==> config.mk <==
export PLATFORM = sky130hd
export DESIGN_NAME = pe_grant_decoder
export DESIGN_NICKNAME = d
export VERILOG_FILES = /design/src/rtl/pe_pkg.sv /design/src/rtl/pe_hold_timer.sv /design/src/rtl/pe_grant_decoder.sv
export SDC_FILE = /design/constraint.sdc
export NUM_CORES = 1
export LEC_CHECK = 0
export CELL_PAD_IN_SITES_DETAIL_PLACEMENT = 0
export CELL_PAD_IN_SITES_GLOBAL_PLACEMENT = 1
export CORE_AREA = 2 2 39 41
export DETAILED_ROUTE_END_ITERATION = 10
export DIE_AREA = 0 0 41 43
export GPL_ROUTABILITY_DRIVEN = 0
export HOLD_SLACK_MARGIN = 0.03
export MAX_ROUTING_LAYER = met4
export PLACE_DENSITY = 0.74
export SETUP_SLACK_MARGIN = 0.4
export SYNTH_ARGS = -nofsm -noshare
export SYNTH_HDL_FRONTEND = slang
export SYNTH_SLANG_ARGS = --single-unit
==> constraint.sdc <==
create_clock -name clk -period 1.5 [get_ports clk]
set_input_delay 0.375 -clock clk [delete_from_list [all_inputs] [get_ports clk]]
set_output_delay 0.375 -clock clk [all_outputs]
set_load 0.03 [all_outputs]
==> src/rtl/pe_pkg.sv <==
// Shared definitions for the priority encoder / grant decoder pair.
package pe_pkg;

    typedef enum logic [1:0] {
        IDLE    = 2'd0,
        GRANT   = 2'd1,
        RELEASE = 2'd2
    } pe_state_t;

    localparam int PE_N_DEFAULT    = 3;
    localparam int PE_HOLD_DEFAULT = 4;

endpackage

==> src/rtl/pe_hold_timer.sv <==
// Loadable down-counter that saturates at zero; zero flags the end of the minimum hold.
module pe_hold_timer #(
    parameter int HOLD_CYC = 4
) (
    input  logic clk,
    input  logic rst_n,
    input  logic load,
    input  logic dec,
    output logic zero
);

    localparam int CW = (HOLD_CYC > 1) ? $clog2(HOLD_CYC) : 1;

    logic [CW-1:0] cnt;

    always_ff @(posedge clk or negedge rst_n) begin
        if (!rst_n) begin
            cnt <= '0;
        end else if (load) begin
            cnt <= CW'(HOLD_CYC - 1);
        end else if (dec && cnt != '0) begin
            cnt <= cnt - CW'(1);
        end
    end

    assign zero = (cnt == '0);

endmodule

==> src/rtl/pe_grant_decoder.sv <==
// Expands an encoded winner index into a registered one-hot grant with minimum hold,
// valid/ready release and one dead cycle. Optional range check: PE_RANGE_CHK_EN.
module pe_grant_decoder
    import pe_pkg::*;
#(
    parameter int N        = PE_N_DEFAULT,
    parameter int IDX_W    = $clog2(N),
    parameter int HOLD_CYC = PE_HOLD_DEFAULT
) (
    input  logic             clk,
    input  logic             rst_n,
    input  logic             in_valid,
    output logic             in_ready,
    input  logic [IDX_W-1:0] in_code,
    input  logic             in_none,
    output logic             gnt_valid,
    input  logic             gnt_ready,
    output logic [N-1:0]     gnt,
    output logic             busy,
    output logic             err
);

    pe_state_t  state;
    pe_state_t  state_next;
    logic       accept;
    logic       start_grant;
    logic       release_grant;
    logic       hold_zero;
    logic [N-1:0] one_hot;

    assign in_ready = (state == IDLE);
    assign busy     = (state != IDLE);
    assign accept   = in_valid && in_ready;

    // Shifting an N-bit one by an index >= N leaves zero, which is the masked result.
    assign one_hot = {{(N-1){1'b0}}, 1'b1} << in_code;

`ifdef PE_RANGE_CHK_EN
    logic code_oor;
    assign code_oor    = (int'(in_code) >= N);
    assign start_grant = accept && !in_none && !code_oor;

    always_ff @(posedge clk or negedge rst_n) begin
        if (!rst_n) begin
            err <= 1'b0;
        end else begin
            err <= accept && !in_none && code_oor;
        end
    end
`else
    assign start_grant = accept && !in_none;
    assign err         = 1'b0;
`endif

    assign release_grant = (state == GRANT) && gnt_valid && gnt_ready && hold_zero;

    pe_hold_timer #(
        .HOLD_CYC (HOLD_CYC)
    ) u_hold_timer (
        .clk   (clk),
        .rst_n (rst_n),
        .load  (start_grant),
        .dec   (state == GRANT),
        .zero  (hold_zero)
    );

    always_ff @(posedge clk or negedge rst_n) begin
        if (!rst_n) begin
            state <= IDLE;
        end else begin
            state <= state_next;
        end
    end

    always_comb begin
        state_next = state;
        case (state)
            IDLE:    if (start_grant) state_next = GRANT;
            GRANT:   if (release_grant) state_next = RELEASE;
            RELEASE: state_next = IDLE;
            default: state_next = IDLE;
        endcase
    end

    always_ff @(posedge clk or negedge rst_n) begin
        if (!rst_n) begin
            gnt       <= '0;
            gnt_valid <= 1'b0;
        end else if (start_grant) begin
            gnt       <= one_hot;
            gnt_valid <= 1'b1;
        end else if (release_grant) begin
            gnt       <= '0;
            gnt_valid <= 1'b0;
        end
    end

endmodule

Yosys cells after proc, flatten, opt, wreduce, memory -nomap -nowiden
Index checks and enable logic that the tools add are counted.

cells by class
  equal/unequal tests = 3
  reductions and logical operators = 14
  muxes and demuxes = 9
  shift-type cells = 1
  $add $sub $neg = 1

operator list
  kind                   number
  $mux W2                4
  $reduce_bool A2 Y1     4
  $logic_and A1 B1 Y1    6
  $mux W3                2
  $logic_not A2 Y1       2
  $pmux W2 S2            1
  $shl A1 B2 Y3 const A  1
  $eq A2 B1 Y1 const B   1
  $mux W1                2
  $ne A2 B1 Y1 const B   1
  $ne A2 B2 Y1 const B   1
  $reduce_and A2 Y1      1
  $sub A2 B1 Y2 const B  1
  $logic_not A1 Y1       1

storage, ports and cells
  output and inout port bits = 7
  bits of input ports = 7
  flip-flop bits (word level) = 8
  word-level logic and storage cells = 32

Longest topological paths before layout
Gate-level depths: netlist of the first run.

  depth after elaboration = 6
  depth in mapped cells = 5
  gate-level depth less buffers = 5

Hierarchy
A second synthesis of the first run with hierarchy kept.

second synthesis, totals
  cell total of the unflattened synthesis = 40
  area total of the unflattened synthesis = 389.1 um2

modules (own cells, without submodules)
  module            seq. area each (um2)  area each (um2)  instances  cells an instance
  pe_grant_decoder  150.1                 265.3            1          28
  pe_hold_timer     50.0                  123.9            1          12

Worst setup path after synthesis of the first run
Ideal clock, no wire load.

  path type = register to output
  start = reg state[0]
  end = out busy
  setup slack = 0.005 ns
  path buffers = 0
  required time = 1.125 ns
  cell stages (with the launch flop) = 3
  arrival = 1.120 ns
  cells stage by stage = dfrtp_1 > nor2_1 > inv_1

on the way
  longest elaborated chain between the ends = 1

ends and longest elaborated chain
  item                    RTL line                text
  from (decl)             pe_grant_decoder.sv:23  pe_state_t state;
  from (signal assigned)  pe_grant_decoder.sv:71  state <= state_next;
  $reduce_bool A2 Y1      pe_grant_decoder.sv:32  assign busy = (state != IDLE);
  to (decl)               pe_grant_decoder.sv:19  output logic busy,

Every way passes these cells.

Worst setup path after layout of the first run
  start = in in_none
  end = reg gnt[0]

on the way
  longest elaborated chain between the ends = 3
  elaborated cells on any way between the ends = 4
  classes of those cells = mux: 1; reduce/logical: 3

ends and longest elaborated chain
  item                                           RTL line                text
  from (decl)                                    pe_grant_decoder.sv:15  input logic in_none,
  $logic_not A1 Y1 *                             pe_grant_decoder.sv:51  assign start_grant = accept && !in_none;
  $logic_and A1 B1 Y1 *                          pe_grant_decoder.sv:51
  $mux W3 or $reduce_bool A2 Y1 (tied branches)  n/a
  to (signal assigned)                           pe_grant_decoder.sv:90  gnt <= one_hot;
  to (decl)                                      pe_grant_decoder.sv:18  output logic [N-1:0] gnt,

Every way passes the cells marked *; elsewhere a longest branch is shown, timed or not.
A chain may end at the register's enable or synchronous reset.

==> out/metrics.yaml, run 1 <==
design.core.area_um2: 1380
vias: 331
path_cells: "clkdlybuf4s50_1 -> or4b_4 -> o32ai_2"
crit_family: "simple AND/OR/NAND/NOR gates"
totalWireLength_um: 791
root_buffer: "clkbuf_4"
ant_nets: 0
grt_pass1_wl_um: 1230
cp.arrival_ns: 1.57
setup.worst_path.end_class: "register"
drv_cap: 0
tns_ns: 0
final-setup-viol-count: 0
cp.required_ns: 1.65
die_x_um: 41
pwr-share-comb_pct: 62.8
synth-seq-cells: 8
seq_area_frac_synth_pct: 53.9
yosys-top-cells-area: "dfrtp_1 (54%), o32ai_1 (7.1%), inv_1 (6.1%), nand2_1 (5.1%), or4b_4 (3.7%)"
gr-total-overflow: 0
boundaryPins: 14
portBuffers: 12
hpwl_um: 517
p_leak_nw: 0.321
slowest_stage: "or4b_4"
antennaDiodeCount: 0
final_util_pct: 47.8
finalWorstSetupSlack_ns: 0.0808
synthToLayoutAreaGrowth_pct: 78.1
hold_buffers: 0
dp_slack_ns: -0.223
cts_tree: "yes"
wl_per_cell_um: 10.5
cts_buffers: 3
grt_util_all_layers_pct: 11.3
netlist_area_um2: 372
clk_pin_slew_ns: 0.05
maxSlewViolCount: 0
fin_crit_sh_pct: 94.6
firstDrtPassIters: 4
ir_drop_uv: 841
final_nets: 69
synth_cell_type_count: 16
syn_nets: 44
power_switching_mw: 0.565
drc: 0
p_clk_share_pct: 10.8
hold_ws_ns: 0.409
p_int_mw: 0.885
cpPeakStageDelay_ns: 0.54
die_h_um: 43
rsz0062_at_grt: "true"
netlist_instances: 36
grt_pass1_vias: 296
grt_max_degree: 9
clock_latency_ns: 0.25
final-hold-violation-count: 0
hp-class: "input port to asynchronous set/reset pin"
synth_top_area_cell: "dfrtp_1"
clock_sinks: 8
power_mw: 1.45
cts_max_level: 1
vias_per_cell: 4.41
drt_iter0_drc: 4
swShare_pct: 39.0
status: "finished clean"
cp-start-kind: "input port"
cp_max_fo: 5
row_count: 14
syn_avg_cell_area_um2: 10.3
pwr-share-seq_pct: 26.5
path_buf_inv: 1
path_class: "input port to register"
drive_gt1_share_pct: 52.5
yosysTopAreaCellShare_pct: 53.9
fp.dieArea_um2: 1760
cts.path.max_buffers: 2
fill_cells: 129
ys_warn_count: 0
antenna_found_initial: 0
period_minus_slack_ns: 1.42
fin_worst_skew_ns: 0.00736
p_per_area_nw_per_um2: 2190
max_freq_mhz: 705
start_util_pct: 26.9
[per-layer routing]
metal  share of wire [%]  vias up  track usage, %
li1                    -      167               -
met1                  46      152            14.3
met2                  46       10            14.1
met3                 5.3        2            7.85
met4                 2.4        0            4.00
met5                   0        -               -
[state kept, by name, summed over array words and instances, names as in the netlist]
register          count
gnt                   3
u_hold_timer.cnt      2
gnt_valid             1
state                 2
[power groups by stage]
| stage | Clock, mW | Sequential (mW) | Combinational, mW |
|---|---|---|---|
| global route | 0.177 | 0.395 | 0.986 |
| CTS | 0.163 | 0.379 | 0.848 |
| finish | 0.156 | 0.384 | 0.910 |
| detailed placement | 0 | 0.375 | 0.733 |
| floorplan | 0 | 0.478 | 0.371 |
| global placement | 0 | 0.375 | 0.723 |
[cell usage in the layout (no fill, tap or decap), drive strengths merged]
master         count
buf               15
dfrtp              8
inv                6
nand2              5
clkdlybuf4s50      5
o32ai              3
clkbuf             3
nor2               2
or4b               2
o21ai              2
or3b               1
xnor2              1
o211ai             1
or2b               1
nand3              1
ha                 1
conb               1
dlygate4sd2        1
[Yosys cell counts]
master / instances
ha_1: 1
nand3_1: 1
nand2_1: 5
or3b_2: 1
or4b_4: 1
xnor2_1: 1
o32ai_1: 3
o21ai_0: 2
inv_1: 6
nor2_1: 2
dfrtp_1: 8
conb_1: 1
buf_4: 1
o211ai_1: 1
buf_6: 1
or2b_1: 1
[cells by family (layout without fill, tap and decap cells)]
kind of cell | count (synthesis) | after routing | share of synthesized area (%)
DFF | 8 | 8 | 53.9
and+or+nand+nor | 11 | 12 | 16.5
adders and majority gates | 1 | 1 | 3.37
other | 1 | 1 | 1.01
buffers and inverters | 8 | 30 | 11.1
xor gates and xnor gates | 1 | 1 | 2.36
AOI/OAI and AO/OA | 6 | 6 | 11.8
[cell type report]
class | count | area [um^2] | share of cell area [%]
clock buffers | 3 | 22.5 | 3.40
repair buffers | 21 | 199 | 30.1
multi-input cells | 21 | 198 | 29.9
flip-flops and latches | 8 | 200 | 30.2
inverters | 6 | 22.5 | 3.40
well taps | 16 | 20.0 | 3.02
[timing repair]
| action | 4_1_cts | 5_1_grt |
|---|---|---|
| pin swaps | 6 | 5 |
| setup endpoints to repair | 13 | 14 |
| resized for setup | 38 | 6 |
| buffers inserted | 2 | 3 |
| gates cloned | 1 | 0 |
[final timing paths]
kind / endpoint / start / cells after the start / slack, ns
worst max-delay path: gnt[0]$_DFFE_PN0P_ / in_none / 3 / 0.08
worst min-delay path: gnt[1]$_DFFE_PN0P_ / rst_n / 1 / 0.41
worst max register to register: gnt[0]$_DFFE_PN0P_ / state[0]$_DFFE_PN0P_ / 3 / 0.08
worst min register to register: u_hold_timer.cnt[1]$_DFFE_PN0P_ / u_hold_timer.cnt[1]$_DFFE_PN0P_ / 2 / 0.52
max in group asynchronous: u_hold_timer.cnt[0]$_DFFE_PN0P_ / rst_n / 1 / 0.81
min in group clk: u_hold_timer.cnt[1]$_DFFE_PN0P_ / u_hold_timer.cnt[1]$_DFFE_PN0P_ / 2 / 0.52
[per-stage QoR]
step	instances	cell area, um^2
finish	75	662
global route	75	662
CTS	72	632
detailed placement	66	561
global placement	66	561
floorplan	36	412
[worst reg2reg max path, cell delays in order, from the launching register on]
cell and delay, ns:
dfrtp_1 0.39, buf_6 0.13, or4b_4 0.58, o32ai_2 0.22
Power figures use the tool's default switching activity.
==> run 2, diff against run 1 <==
- CAP_MARGIN: not set -> 0
==> results of run 2 <==
The final DEF is identical to that of run 1; final timing and power are the same.
